$ cat src/rtl/demux_router_if.sv
// Stream bundle for demux_router: one valid/ready input channel carrying a
// select bit, and two valid/ready output channels.
interface demux_router_if #(
  parameter int WIDTH = 8
);
  logic [WIDTH-1:0] in_data;
  logic             in_sel;
  logic             in_valid;
  logic             in_ready;

  logic [WIDTH-1:0] out0_data;
  logic             out0_valid;
  logic             out0_ready;

  logic [WIDTH-1:0] out1_data;
  logic             out1_valid;
  logic             out1_ready;

  // Environment side: upstream source plus both result sinks.
  modport master (
    output in_data, in_sel, in_valid, out0_ready, out1_ready,
    input  in_ready, out0_data, out0_valid, out1_data, out1_valid
  );

  // Router side.
  modport slave (
    input  in_data, in_sel, in_valid, out0_ready, out1_ready,
    output in_ready, out0_data, out0_valid, out1_data, out1_valid
  );
endinterface

$ cat src/rtl/demux_router.sv
// Two-way stream demultiplexer: steers each input word by its select bit into
// one of two one-entry output buffers, with saturating per-channel counters.
module demux_router #(
  parameter int WIDTH = 8,
  parameter int CNT_W = 8
) (
  input  logic             clk,
  input  logic             rst_n,
  demux_router_if.slave    bus,
  input  logic             clr_cnt,
  output logic [CNT_W-1:0] cnt0,
  output logic [CNT_W-1:0] cnt1
);

  typedef enum logic {
    EMPTY = 1'b0,
    FULL  = 1'b1
  } buf_state_e;

  localparam logic [CNT_W-1:0] CNT_MAX = '1;

  buf_state_e       state_q [2];
  buf_state_e       state_d [2];
  logic [WIDTH-1:0] data_q  [2];
  logic [WIDTH-1:0] data_d  [2];
  logic [CNT_W-1:0] cnt_q   [2];
  logic [CNT_W-1:0] cnt_d   [2];

  logic [1:0] sink_ready;
  logic [1:0] fill;
  logic [1:0] drain;

  assign sink_ready = {bus.out1_ready, bus.out0_ready};

  // A buffer can take a word if it is empty or is being drained this cycle,
  // which is what lets each channel sustain one word per cycle.
  assign bus.in_ready = (state_q[bus.in_sel] == EMPTY) || sink_ready[bus.in_sel];

  always_comb begin
    // NOTE: every signal written in a combinational block gets a default first,
    // so no path leaves it unassigned and no latch is inferred.
    fill  = '0;
    drain = '0;
    for (int n = 0; n < 2; n++) begin
      fill[n]  = bus.in_valid && bus.in_ready && (int'(bus.in_sel) == n);
      drain[n] = (state_q[n] == FULL) && sink_ready[n];
    end
  end

  // State register.
  always_ff @(posedge clk or negedge rst_n) begin
    if (!rst_n) begin
      state_q <= '{EMPTY, EMPTY};
    end else begin
      // NOTE: sequential state uses non-blocking assignment so every register
      // samples the pre-edge values regardless of statement order.
      state_q <= state_d;
    end
  end

  // Next-state logic: a fill wins over a drain, keeping the buffer full.
  always_comb begin
    state_d = state_q;
    for (int n = 0; n < 2; n++) begin
      if (fill[n]) begin
        state_d[n] = FULL;
      end else if (drain[n]) begin
        state_d[n] = EMPTY;
      end
    end
  end

  // Data and counter next-values.
  always_comb begin
    data_d = data_q;
    cnt_d  = cnt_q;
    for (int n = 0; n < 2; n++) begin
      if (fill[n]) begin
        data_d[n] = bus.in_data;
      end
      if (clr_cnt) begin
        cnt_d[n] = '0;
      end else if (fill[n] && (cnt_q[n] != CNT_MAX)) begin
        cnt_d[n] = cnt_q[n] + 1'b1;
      end
    end
  end

  always_ff @(posedge clk or negedge rst_n) begin
    if (!rst_n) begin
      // NOTE: the data registers are reset too, because the buffered words must
      // read as zero during reset rather than merely be marked invalid.
      data_q <= '{'0, '0};
      cnt_q  <= '{'0, '0};
    end else begin
      data_q <= data_d;
      cnt_q  <= cnt_d;
    end
  end

  // Output logic.
  always_comb begin
    bus.out0_valid = (state_q[0] == FULL);
    bus.out1_valid = (state_q[1] == FULL);
    bus.out0_data  = data_q[0];
    bus.out1_data  = data_q[1];
    cnt0           = cnt_q[0];
    cnt1           = cnt_q[1];
  end

endmodule

$ cat src/flat_wrapper.sv
// flat-port wrapper written by rule: the top's interface ports become plain ports
module demux_router_flat 
#(
  parameter int WIDTH = 8,
  parameter int CNT_W = 8
)
  (clk, rst_n, clr_cnt, cnt0, cnt1, bus_in_data, bus_in_sel, bus_in_valid, bus_out0_ready, bus_out1_ready, bus_in_ready, bus_out0_data, bus_out0_valid, bus_out1_data, bus_out1_valid);
  demux_router_if #(.WIDTH(WIDTH)) bus_i ();
  input  logic clk;
  input  logic rst_n;
  input  logic clr_cnt;
  output logic [CNT_W-1:0] cnt0;
  output logic [CNT_W-1:0] cnt1;
  input wire logic [$bits(bus_i.in_data)-1:0] bus_in_data;
  input wire logic [$bits(bus_i.in_sel)-1:0] bus_in_sel;
  input wire logic [$bits(bus_i.in_valid)-1:0] bus_in_valid;
  input wire logic [$bits(bus_i.out0_ready)-1:0] bus_out0_ready;
  input wire logic [$bits(bus_i.out1_ready)-1:0] bus_out1_ready;
  output wire logic [$bits(bus_i.in_ready)-1:0] bus_in_ready;
  output wire logic [$bits(bus_i.out0_data)-1:0] bus_out0_data;
  output wire logic [$bits(bus_i.out0_valid)-1:0] bus_out0_valid;
  output wire logic [$bits(bus_i.out1_data)-1:0] bus_out1_data;
  output wire logic [$bits(bus_i.out1_valid)-1:0] bus_out1_valid;
  assign bus_i.in_data = bus_in_data;
  assign bus_i.in_sel = bus_in_sel;
  assign bus_i.in_valid = bus_in_valid;
  assign bus_i.out0_ready = bus_out0_ready;
  assign bus_i.out1_ready = bus_out1_ready;
  assign bus_in_ready = bus_i.in_ready;
  assign bus_out0_data = bus_i.out0_data;
  assign bus_out0_valid = bus_i.out0_valid;
  assign bus_out1_data = bus_i.out1_data;
  assign bus_out1_valid = bus_i.out1_valid;
  demux_router #(.WIDTH(WIDTH), .CNT_W(CNT_W)) u_core (.clk(clk), .rst_n(rst_n), .bus(bus_i), .clr_cnt(clr_cnt), .cnt0(cnt0), .cnt1(cnt1));
endmodule
$ cat config.mk
export PLATFORM = sky130hd
export DESIGN_NAME = demux_router_flat
export DESIGN_NICKNAME = d
export VERILOG_FILES = /design/src/rtl/demux_router_if.sv /design/src/rtl/demux_router.sv /design/src/flat_wrapper.sv
export SDC_FILE = /design/constraint.sdc
export NUM_CORES = 1
export LEC_CHECK = 0
export BUFFER_PORTS_ARGS = -buffer_cell sky130_fd_sc_hd__buf_2
export CORE_UTILIZATION = 29
export CTS_CLUSTER_DIAMETER = 200
export CTS_CLUSTER_SIZE = 10
export DETAILED_ROUTE_END_ITERATION = 6
export GPL_ROUTABILITY_DRIVEN = 0
export PLACE_DENSITY = 0.56
export SETUP_SLACK_MARGIN = 0.5
export SLEW_MARGIN = 20
export SYNTH_ARGS = -nofsm -noshare
export SYNTH_HDL_FRONTEND = slang
export SYNTH_SLANG_ARGS = --single-unit
$ cat constraint.sdc
create_clock -name clk -period 3.85 [get_ports clk]
set_input_delay 0.385 -clock clk [delete_from_list [all_inputs] [get_ports clk]]
set_output_delay 0.385 -clock clk [all_outputs]
set_load 0.03 [all_outputs]
# ---- After elaboration in Yosys (flattened, before gate mapping)
# Index checks and enable logic that the tools add are counted.
dict set report word_totals {
  elab_cells 40
  output_inout_bits 35
  in_bits 15
  reg_bits 34
}
dict set report op_classes {
  add_sub_neg 2
  n_mux 13
  reduce_logical 12
  order_cmp 2
  n_bitwise 3
  n_eq_ne 2
}
# op count
set op_table {}
lappend op_table {{8-bit 2-to-1 mux} 4}
lappend op_table {{8-bit by 1-bit adder with 8-bit output (second input constant)} 2}
lappend op_table {{8-bit inequality test (second input constant)} 2}
lappend op_table {{1-bit 2-to-1 mux} 9}
lappend op_table {{2-bit nonzero test} 4}
lappend op_table {{1-bit logical AND} 7}
lappend op_table {{2-bit >= comparator (second input constant)} 1}
lappend op_table {{1-bit by 2-bit less-than comparator with 1-bit output (second input constant)} 1}
lappend op_table {{1-bit NOT} 2}
lappend op_table {{1-bit NOT with 2-bit output} 1}
lappend op_table {{1-bit logical OR} 1}

# ---- Logic depth before layout (Yosys ltp)
# Gate-level depths: netlist of run 1.
dict set report depth {
  word_depth 11
  ltp_mapped 6
  depth_no_buf 5
}

# ---- Least setup slack after synthesis of run 1
# Ideal clock, no wire load.
dict set report synth_timing {
  path_kind {reg2reg}
  start {reg u_core.cnt_q (netlist bit u_core.cnt0[0])}
  end {reg u_core.cnt_q (netlist bit u_core.cnt0[5])}
  n_path_buf 1
  setup_ns 0.078
  slack_ns 2.103
  arrival_time_ns 1.669
  t_required_ns 3.772
  stages_incl_launch_ff 7
  synth_period_minus_slack_ns 1.747
  cell_sequence {dfrtp_1 ha_1 nand3_2 nor3_1 buf_6 or4_1 a21oi_1}
}
dict set report synth_via {
  elab_chain_len 3
  elab_cells_between_ends 6
  cone_classes {1 x add/sub; 1 x eq/ne; 2 x mux; 2 x reduce/logical}
}
# element line_no
set synth_lines {}
lappend synth_lines {{from (decl)} demux_router.sv:26} ;# logic [CNT_W-1:0] cnt_q [2];
lappend synth_lines {{from (signal assigned)} demux_router.sv:94} ;# cnt_q <= '{'0, '0};
lappend synth_lines {{from (signal assigned)} demux_router.sv:97} ;# cnt_q <= cnt_d;
lappend synth_lines {{8-bit by 1-bit adder with 8-bit output / 8-bit inequality test (equally long branches)} {demux_router.sv:84, demux_router.sv:83}}
lappend synth_lines {{8-bit 2-to-1 mux / 1-bit logical AND (equally long branches)} demux_router.sv:83} ;# end else if (fill[n] && (cnt_q[n] != CNT_MAX)) begin
lappend synth_lines {{8-bit 2-to-1 mux / 2-bit nonzero test (equally long branches)} -}
# Several ways; a longest one is shown, not always the timed one. The select of a mux whose other input is x is not followed.
# A chain may end at the register's enable or synchronous reset.

# ---- Worst setup path in the final report of run 1
dict set report layout_timing {
  start {reg u_core.state_q (netlist bit u_core.bus.out0_valid)}
  end {reg u_core.cnt_q (netlist bit u_core.cnt0[3])}
}
dict set report layout_via {
  elab_chain_len 9
}
# element line_no
set layout_lines {}
lappend layout_lines {{from (decl)} demux_router.sv:22} ;# buf_state_e state_q [2];
lappend layout_lines {{from (signal assigned)} demux_router.sv:53} ;# state_q <= '{EMPTY, EMPTY};
lappend layout_lines {{from (signal assigned)} demux_router.sv:57} ;# state_q <= state_d;
lappend layout_lines {{1-bit 2-to-1 mux (not written as such) (3 in series)} demux_router.sv:37} ;# assign bus.in_ready = (state_q[bus.in_sel] == EMPTY) || sink_ready[bus.in_sel];
lappend layout_lines {{1-bit NOT} demux_router.sv:37}
lappend layout_lines {{1-bit logical OR} demux_router.sv:37}
lappend layout_lines {{1-bit logical AND (2 in series)} demux_router.sv:45} ;# fill[n] = bus.in_valid && bus.in_ready && (int'(bus.in_sel) == n);
lappend layout_lines {{1-bit logical AND} demux_router.sv:83}
lappend layout_lines {{2-bit nonzero test (no source line)} -}
# Every way passes these cells. The select of a mux whose other input is x is not followed.

==> run_results.csv, run 1 <==
group,metric,value,unit
finish,final_cells,270,
route,drtIter0Drc,85,
place,dp.cells,262,
logic_synthesis,synth.distinct_cells,34,
route,antenna_left,0,
place,io_buffers,49,
logic_synthesis,synth_area,0.001592,mm2
power_and_ir_drop,total_leakage_power,0.9484,nW
clock_tree,worstSkewPairLatency,280,ps
logic_synthesis,syn-num-nets,168,
floorplan,rows,26,
flow_run,max_cap_viol_count,0,
grt,gr-total-overflow,0,
finish,final_nets,216,
power_and_ir_drop,total_power,0.8924,mW
logic_synthesis,netlist.area_leader.share,53.46,%
power_and_ir_drop,ir_drop,0.2719,mV
place,placed_cell_area,0.001867,mm2
floorplan,io_pins,50,
clock_tree,cts.clk_slew.worst_paths,70,ps
logic_synthesis,syn_avg_cell_area,10.54,um2
sta,slew_viol_final,0,
clock_tree,cts_resized,0,
clock_tree,clk_path_buf_depth,2,
logic_synthesis,ys_seq_area_share,53.46,%
worst_hold_path,hold_class,"input port to async pin",
route,route.met2.wl,1.473,mm
route,wire_per_inst,13.01,um
route,num_vias,1289,
sta,clock_skew,4.890,ps
grt,grt_max_degree,35,
route,drt-met1-wl,1.752,mm
grt,grt_usage,12.67,%
run_status,status,"finished clean",
logic_synthesis,ys.warnings.count,0,
clock_tree,cts_sinks,34,
finish,fillerInstances,557,
critical_path,worst-path-max-fanout,24,
route,dr_wl_met3,235,um
critical_path,arrival,2220,ps
finish,diodes,0,
clock_tree,postCtsHoldBufs,0,
logic_synthesis,postSynthCellCount,151,
place,hpwl,2.372,mm
sta,max_freq,0.4970,GHz
route,routed_wl,3.514,mm
grt,antenna_found_initial,0,
sta,hold_viol,0,
finish,final_area,0.001977,mm2
logic_synthesis,synthFlopType,"dfrtp_1",
clock_tree,cts_setup_buffers,0,
logic_synthesis,synth_async_sr_flop_share,100.0,%
critical_path,crit_type,"register to register",
sta,worst_slew_pin_slew,913.6,ps
sta,final.min_clock_period,2012,ps
power_and_ir_drop,pwr_density_cell,451.4,mW/mm2
finish,synthToLayoutAreaGrowth,24.21,%
sta,rsz0062_at_grt,"no",
critical_path,worst_setup_path_start_kind,"register",
clock_tree,htreeDepth,2,
route,topRoutingLayerUsed,"met4",
logic_synthesis,synth_area_leader_cell,"dfrtp_1",
floorplan,die_h,76.08,um
critical_path,critPathCaptureType,"register",
grt,grt_pass1_vias,1268,
floorplan,core_area,0.005205,mm2
logic_synthesis,synth.area.top_cells,"dfrtp_1 53%, nand2_1 7.5%, mux2_2 6.4%",
sta,period_share,52.27,%
critical_path,worst_ep_required_time,4060,ps
floorplan,die-area,0.005788,mm2
logic_synthesis,synth_edf_count,0,
route,viasPerCell,4.774,
clock_tree,cts_tree,"yes",
critical_path,worstRegToRegCells,4,
sta,setup_tns,0,ps
route,drt_pre_antenna_iters,4,
finish,drive_gt1_share,36.00,%
sta,setup_viol,0,
sta,relSlewSlack,38.63,%
floorplan,dieWidth,76.08,um
route,drc_errors,0,
floorplan,floorplan.initialDensity,30.58,%
logic_synthesis,yosys_register_bits,34,
clock_tree,cts-buffers-inserted,5,
grt,grt_pass1_wl,5.940,mm
clock_tree,cts.root.buffer_cell,"clkbuf_8",
## final cells by class
cell class                 instances  area [um2]  area share (%)
multi-input combinational        105       668.1           33.80
sequential                        34       850.8           43.04
tap                               70       87.58           4.430
timing repair buffer              49       245.2           12.41
inverter                           4       15.01          0.7595
clock buffer                       8       110.1           5.570
## through the flow
stage	hold slack (ps)	setup slack, ps	utilization, %
6_report	180.0	1838	37.98
5_1_grt	250.5	1575	37.98
4_1_cts	202.6	1825	37.98
3_3_place_gp	454.4	1760	35.87
3_5_place_dp	461.9	1724	35.87
2_1_floorplan	89.41	2103	-
## worst paths after layout
kind / endpoint / slack (ps) / startpoint
max: u_core.cnt0[3] / 1840 / u_core.bus.out0_valid
min: u_core.bus.out1_data[3] / 180 / rst_n
max reg2reg: u_core.cnt0[3] / 1840 / u_core.bus.out0_valid
min reg2reg: u_core.bus.out0_data[2] / 470 / u_core.bus.out0_data[2]
max in group asynchronous: u_core.bus.out1_data[6] / 3180 / rst_n
min in group clk: u_core.bus.out0_data[1] / 310 / bus_in_data[1]
## registers in the layout, summed over array words and instances, names as in the netlist
signal / count
u_core.bus.out0_data: 8
u_core.bus.out1_data: 8
u_core.cnt0: 8
u_core.cnt1: 8
u_core.bus.out0_valid: 1
u_core.bus.out1_valid: 1
## critical path, cell delays in order (launching register included)
cell and delay, ps:
dfrtp_1 380, nand2b_1 120, nand3b_1 580, or4_1 710, a21oi_1 150
## routing by layer
layer | vias to the layer above | GRT usage (%)
li1 | 632 | -
met1 | 604 | 16.86
met2 | 46 | 19.09
met3 | 7 | 3.952
met4 | 0 | 5.192
met5 | - | 0
## synthesized netlist by cell type (3+ instances only)
cell and count:
buf_2 3, a21oi_1 12, mux2_2 9, dfrtp_1 34, nand3_1 5, or4_1 6, o21ai_0 7, nand2_1 32
inv_1 4, o31ai_1 5, or3_1 4
## placed cells by master, fill, tap and decap left out, drive strengths merged, types with 2 or more instances in the layout
cell type  netlist  layout
buf              7      49
dfrtp           34      34
nand2           32      32
a21oi           12      12
mux2             9       9
clkbuf           0       8
o21ai            7       7
or4              6       6
nand3            6       6
or3              6       6
o31ai            5       5
inv              4       4
nand2b           2       2
nor2             2       2
nand3b           2       2
o41ai            2       2
ha               2       2
## kinds of logic after synthesis
group                    after synthesis  synth area share [%]
AND/OR/NAND/NOR                       63                 20.75
flip-flops                            34                 53.46
AO/OA/AOI/OAI                         29                 12.11
buffers and inverters                 12                 4.559
multiplexers                          10                 6.997
adder cells (fa/ha/maj)                2                 1.572
XOR/XNOR                               1                0.5504
## power breakdown
part	total, mW	internal [mW]	leakage (nW)	switching, mW
combinational	0.174	0.0527	0.451	0.121
sequential	0.408	0.390	0.440	0.0180
clock	0.310	0.181	0.0575	0.130
total	0.892	0.623	0.948	0.269
(Power assumes the default switching activity.)
==> run 2, diff against run 1 <==
- PLACE_DENSITY: 0.56 -> 0.58
- clock period: 3.85 -> 1.65 ns (I/O delays scaled with it)
==> run 2 against run 1 <==
Against the previous run: setup slack worse by 1800 ps; via count is 9.7% higher; clock skew grew 1.7 ps; sequential cell count unchanged; count of clock-buffer cells in the layout decreased by 3; highest routed layer unchanged; register-to-register slack worse by 1800 ps; largest power group unchanged; worst hold slack got worse by 89 ps; first-iteration DRC count decreased by 72%; utilization increased by 10 points; fmax is 27% higher; sequential power rose by 140%.
==> run_results.csv, run 2 (synthesis results as in run 1) <==
group,metric,value,unit
route,drt_pre_antenna_iters,4,
power_and_ir_drop,pwr_density_cell,895.9,mW/mm2
critical_path,worst_setup_path_start_kind,"register",
clock_tree,worstSkewPairLatency,280,ps
grt,grt_max_degree,20,
power_and_ir_drop,combPwrFrac,23.4,%
grt,grt_usage,14.70,%
sta,setup_tns,0,ps
route,drtIter0Drc,24,
finish,layout_commonest_cell,"buf_2",
critical_path,worst-path-max-fanout,6,
power_and_ir_drop,switching_share,30.04,%
clock_tree,htreeDepth,2,
finish,synthToLayoutAreaGrowth,57.86,%
sta,max_freq,0.6322,GHz
sta,worst_slew_pin_slew,416.2,ps
run_status,status,"finished clean",
route,routed_wl,4.001,mm
critical_path,crit_chain,"ha_4 > nand3_4 > o2111ai_4 > or4_4 > a21oi_2",
sta,slew_viol_final,0,
critical_path,rrSetupSlack,70,ps
sta,whs,91.19,ps
critical_path,path_buf_inv,0,
floorplan,floorplan.initialDensity,30.58,%
power_and_ir_drop,p_sw,0.6761,mW
sta,relSlewSlack,72.25,%
critical_path,reg2reg_from,"u_core.cnt1[1]",
clock_tree,clk_path_buf_depth,2,
sta,setup_ws,68.33,ps
power_and_ir_drop,p_clk_share,34.0,%
critical_path,critical_path_depth,5,
clock_tree,cts_sinks,34,
route,wire_per_inst,13.43,um
finish,diodes,0,
finish,final_nets,244,
sta,clock_skew,6.607,ps
route,viasPerCell,4.745,
place,post-place-ws,19.79,ps
grt,antenna_found_initial,0,
grt,gr-total-overflow,0,
clock_tree,cts-buffers-inserted,5,
floorplan,core_area,0.005205,mm2
critical_path,cp-startpoint,"u_core.cnt1[1]",
clock_tree,cts.root.buffer_cell,"clkbuf_8",
place,io_buffers,49,
place,hpwl,2.512,mm
sta,hold_viol,0,
clock_tree,cts_tree,"yes",
power_and_ir_drop,total_leakage_power,1.165,nW
grt,grt_pass1_wl,6.803,mm
floorplan,dieWidth,76.08,um
sta,rsz0062_at_grt,"yes",
finish,utilization,48.27,%
critical_path,worstRegToRegCells,5,
route,antenna_left,0,
place,dp.cells,267,
finish,final_area,0.002512,mm2
critical_path,cpPeakStageDelay,540,ps
route,num_vias,1414,
finish,fillerInstances,503,
critical_path,r2r-end,"u_core.cnt1[5]",
route,drc_errors,0,
power_and_ir_drop,power_frac_seq,42.6,%
floorplan,rows,26,
critical_path,arrival,1790,ps
critical_path,crit_type,"register to register",
sta,final.min_clock_period,1582,ps
clock_tree,cts.clk_slew.worst_paths,70,ps
floorplan,die-area,0.005788,mm2
critical_path,path_delay_family,"simple AND/OR/NAND/NOR gates",
place,placed_cell_area,0.002028,mm2
critical_path,cp_slowest_cell,"or4_4",
critical_path,critPathCaptureType,"register",
sta,setup_viol,0,
critical_path,worst_ep_required_time,1860,ps
flow_run,max_cap_viol_count,0,
critical_path,crit_path_end,"u_core.cnt1[5]",
floorplan,io_pins,50,
worst_hold_path,hold_class,"input port to register",
power_and_ir_drop,total_power,2.251,mW
grt,grt_pass1_vias,1446,
power_and_ir_drop,ir_drop,0.5990,mV
sta,period_share,95.86,%
floorplan,die_h,76.08,um
finish,final_cells,298,
power_and_ir_drop,p_int,1.575,mW
finish,drive_gt1_share,60.09,%
finish,final_cell_mix,"44 x buf_2, 22 x nand2_1, 21 x dfrtp_1",
[run 2: changes by cell type in the layout (fill, tap and decap cells not counted), sizes merged]
cell	delta
o2111ai	+1
clkbuf	-3
buf	+26
clkinvlp	+2
dlygate4sd3	+1
bufinv	+1
[run 2: worst min path at each step]
stage,from,to,slack (ps),cells after the start
6_report,bus_in_data[6],u_core.bus.out0_data[6],90,3
2_1_floorplan,rst_n,u_core.bus.out0_data[0],-130,0
4_1_cts,bus_in_data[6],u_core.bus.out0_data[6],80,3
5_1_grt,bus_in_data[7],u_core.bus.out0_data[7],80,3
3_3_place_gp,rst_n,u_core.cnt0[7],120,1
3_5_place_dp,rst_n,u_core.cnt0[7],120,1
[run 2: per-layer routing]
| layer | GRT usage (%) | vias to the layer above | wire length, um | share of wire [%] |
|---|---|---|---|---|
| met5 | 0 | - | 0 | 0 |
| met4 | 4.615 | 0 | 35 | 0.87 |
| met3 | 4.671 | 5 | 224 | 5.6 |
| met2 | 23.91 | 38 | 1928 | 48 |
| met1 | 18.56 | 676 | 1812 | 45 |
| li1 | - | 695 | - | - |
[run 2: repair_timing]
item	CTS	global route
hold endpoints to repair	15	0
hold buffers	1	0
setup endpoints to repair	26	41
pin swaps	8	3
cloned	2	0
buffers inserted	16	4
gates resized for setup	22	34
[run 2: area by class of cell]
type / instances / area (um2) / area share [%]
clock inverters: 3 / 45.04 / 1.793
inverters: 4 / 15.01 / 0.5976
flip-flops and latches: 34 / 867.1 / 34.51
repair buffers: 76 / 564.3 / 22.46
well taps: 70 / 87.58 / 3.486
multi-input cells: 106 / 864.6 / 34.41
clock buffers: 5 / 68.82 / 2.739
[run 2: power by group through the flow]
stage | Combinational, mW | Clock, mW | Sequential, mW
CTS | 0.511 | 0.786 | 0.958
global route | 0.568 | 0.828 | 0.969
floorplan | 0.146 | 0 | 1.13
global placement | 0.453 | 0 | 0.972
detailed placement | 0.457 | 0 | 0.973
finish | 0.527 | 0.765 | 0.959
[run 2: worst min-delay path, delay by kind of cell]
| family | cells | cell delay (ps) |
|---|---|---|
| buffers and inverters | 1 | 90 |
| and+or+nand+nor | 2 | 90 |
==> run 3, diff against run 2 <==
- CTS_BUF_LIST: unset -> sky130_fd_sc_hd__clkbuf_8
- PLACE_DENSITY: 0.58 -> 0.62
==> run 3 against run 2 <==
Against the previous run: combinational power grew 4%; sequential power grew 1%; non-clock buffer count grew 6; fmax grew 0.86%; register-to-register slack is essentially flat; first-iteration DRC count grew 130%; clock skew shrank 0.79 ps; critical path depth is the same; cell count grew 2.0%; count of clock-buffer cells in the layout grew 1; global-route usage shrank 0.17 points; critical path type unchanged; critical endpoint is now u_core.cnt1[7].
==> run_results.csv, run 3 (synthesis results as in run 1) <==
group,metric,value,unit
run_status,status,"finished clean",
floorplan,dieWidth,76.08,um
place,placed_cell_area,0.002008,mm2
route,drc_errors,0,
power_and_ir_drop,pwr_density_cell,845.6,mW/mm2
critical_path,worst-path-max-fanout,5,
grt,grt_max_degree,35,
critical_path,r2r-end,"u_core.cnt1[7]",
clock_tree,cts_tree,"yes",
sta,final.min_clock_period,1568,ps
grt,grt_usage,14.52,%
power_and_ir_drop,ir_drop,0.5381,mV
flow_run,max_cap_viol_count,0,
finish,fillerInstances,484,
floorplan,rows,26,
route,drt_pre_antenna_iters,4,
grt,gr-total-overflow,0,
route,routed_wl,4.367,mm
critical_path,worstRegToRegCells,5,
finish,final_nets,250,
finish,diodes,0,
route,dr_wl_met3,295,um
critical_path,reg2reg_from,"u_core.cnt1[1]",
route,num_vias,1506,
floorplan,core_area,0.005205,mm2
clock_tree,cts-buffers-inserted,5,
clock_tree,cts.root.buffer_cell,"clkbuf_8",
critical_path,crit_type,"register to register",
critical_path,worst_ep_required_time,1860,ps
clock_tree,cts_sinks,34,
sta,rsz0062_at_grt,"yes",
grt,grt_pass1_wl,6.727,mm
floorplan,die_h,76.08,um
finish,synthToLayoutAreaGrowth,59.67,%
clock_tree,cts.clk_slew.worst_paths,70,ps
critical_path,critPathCaptureType,"register",
route,viasPerCell,4.954,
sta,setup_viol,0,
route,drt-met1-wl,1.903,mm
critical_path,rrSetupSlack,80,ps
sta,relSlewSlack,71.18,%
sta,slew_viol_final,0,
clock_tree,clk_path_buf_depth,2,
worst_hold_path,min-delay-start,"bus_in_data[1]",
finish,drive_gt1_share,61.97,%
floorplan,io_pins,50,
place,hpwl,2.498,mm
finish,final_cell_mix,"45 x buf_2, 22 x nand2_1, 19 x buf_4, 19 x dfrtp_1, 15 x dfrtp_2",
place,io_buffers,49,
power_and_ir_drop,total_leakage_power,1.194,nW
critical_path,worst_setup_path_start_kind,"register",
route,topRoutingLayerUsed,"met4",
worst_hold_path,min_to,"u_core.bus.out0_data[1]",
clock_tree,worstSkewPairLatency,290,ps
route,antenna_left,0,
sta,setup_tns,0,ps
worst_hold_path,hold_class,"input port to register",
route,wire_per_inst,14.37,um
sta,worst_slew_pin_slew,432.4,ps
floorplan,die-area,0.005788,mm2
floorplan,floorplan.initialDensity,30.58,%
route,route.met2.wl,2.124,mm
sta,hold_viol,0,
finish,layout_commonest_cell,"buf_2",
worst_hold_path,worst_hold_path.num_cells,3,
grt,grt_pass1_vias,1369,
grt,antenna_found_initial,0,
critical_path,arrival,1780,ps
finish,final_area,0.002541,mm2
clock_tree,htreeDepth,2,
route,drtIter0Drc,54,
sta,period_share,95.05,%
sta,clock_skew,5.812,ps
sta,max_freq,0.6377,GHz
==> run 3: changes by cell type in the layout (fill, tap and decap cells not counted), moves of 2 or more <==
cell and change:
dfrtp_1 -2, nand2_2 -2, buf_4 +5, nand2_4 +2, or4_1 -2, dfrtp_2 +2
or4_4 +2, clkinvlp_4 -2
==> run 3: timing repair <==
item,CTS,global route
hold endpoints to repair,34,0
pin swaps,7,16
endpoints found under the setup margin,35,38
resized for setup,21,38
hold buffers,1,0
buffers inserted,17,10
cloned,2,0
==> run 3: power breakdown <==
group          internal (mW)  switching (mW)
clock                  0.330           0.304
sequential             0.912          0.0565
combinational          0.228           0.318
total                   1.47           0.678
==> run 3: final cells by class <==
type	count	area (um2)	area share (%)
inverter	4	15.01	0.5908
clock inverter	2	8.758	0.3447
clock buffer	6	82.58	3.250
tap	70	87.58	3.447
sequential	34	869.6	34.22
timing repair buffer	82	601.8	23.68
multi-input combinational	106	875.8	34.47
==> run 3: through the flow <==
| stage | std cells | total power [mW] | hold WS [ps] | utilization, % | setup WS (ps) |
|---|---|---|---|---|---|
| 6_report | 304 | 2.149 | 91.85 | 48.82 | 81.75 |
| 5_1_grt | 304 | 2.244 | 91.05 | 48.82 | 21.74 |
| 2_1_floorplan | 151 | 1.275 | -130.6 | - | 91.66 |
| 3_3_place_gp | 266 | 1.418 | 227.1 | 38.58 | 92.45 |
| 4_1_cts | 294 | 2.128 | 82.14 | 45.31 | 92.85 |
| 3_5_place_dp | 266 | 1.424 | 228.4 | 38.58 | 55.51 |
==> run 3: worst max-delay path by stage <==
stage	slack, ps	start	cells past startpoint	endpoint
after floorplan	90	u_core.cnt1[0]	6	u_core.cnt1[6]
after global placement	90	u_core.cnt1[0]	5	u_core.cnt1[5]
after detailed placement	60	u_core.cnt1[0]	5	u_core.cnt1[5]
after CTS	90	u_core.cnt1[1]	5	u_core.cnt1[7]
after global routing	20	u_core.cnt1[1]	5	u_core.cnt1[5]
final	80	u_core.cnt1[1]	5	u_core.cnt1[7]
==> run 3: per-layer routing <==
metal  up-vias  GRT usage [%]
li1        710              -
met1       738          18.66
met2        53          23.00
met3         5          4.671
met4         0          5.000
met5         -              0
==> run 3: critical path, stage by stage, from the launching register on <==
cell	delay (ps)
dfrtp_2	430
ha_4	170
nand3_4	90
o2111ai_4	160
or4_4	510
a21oi_1	130
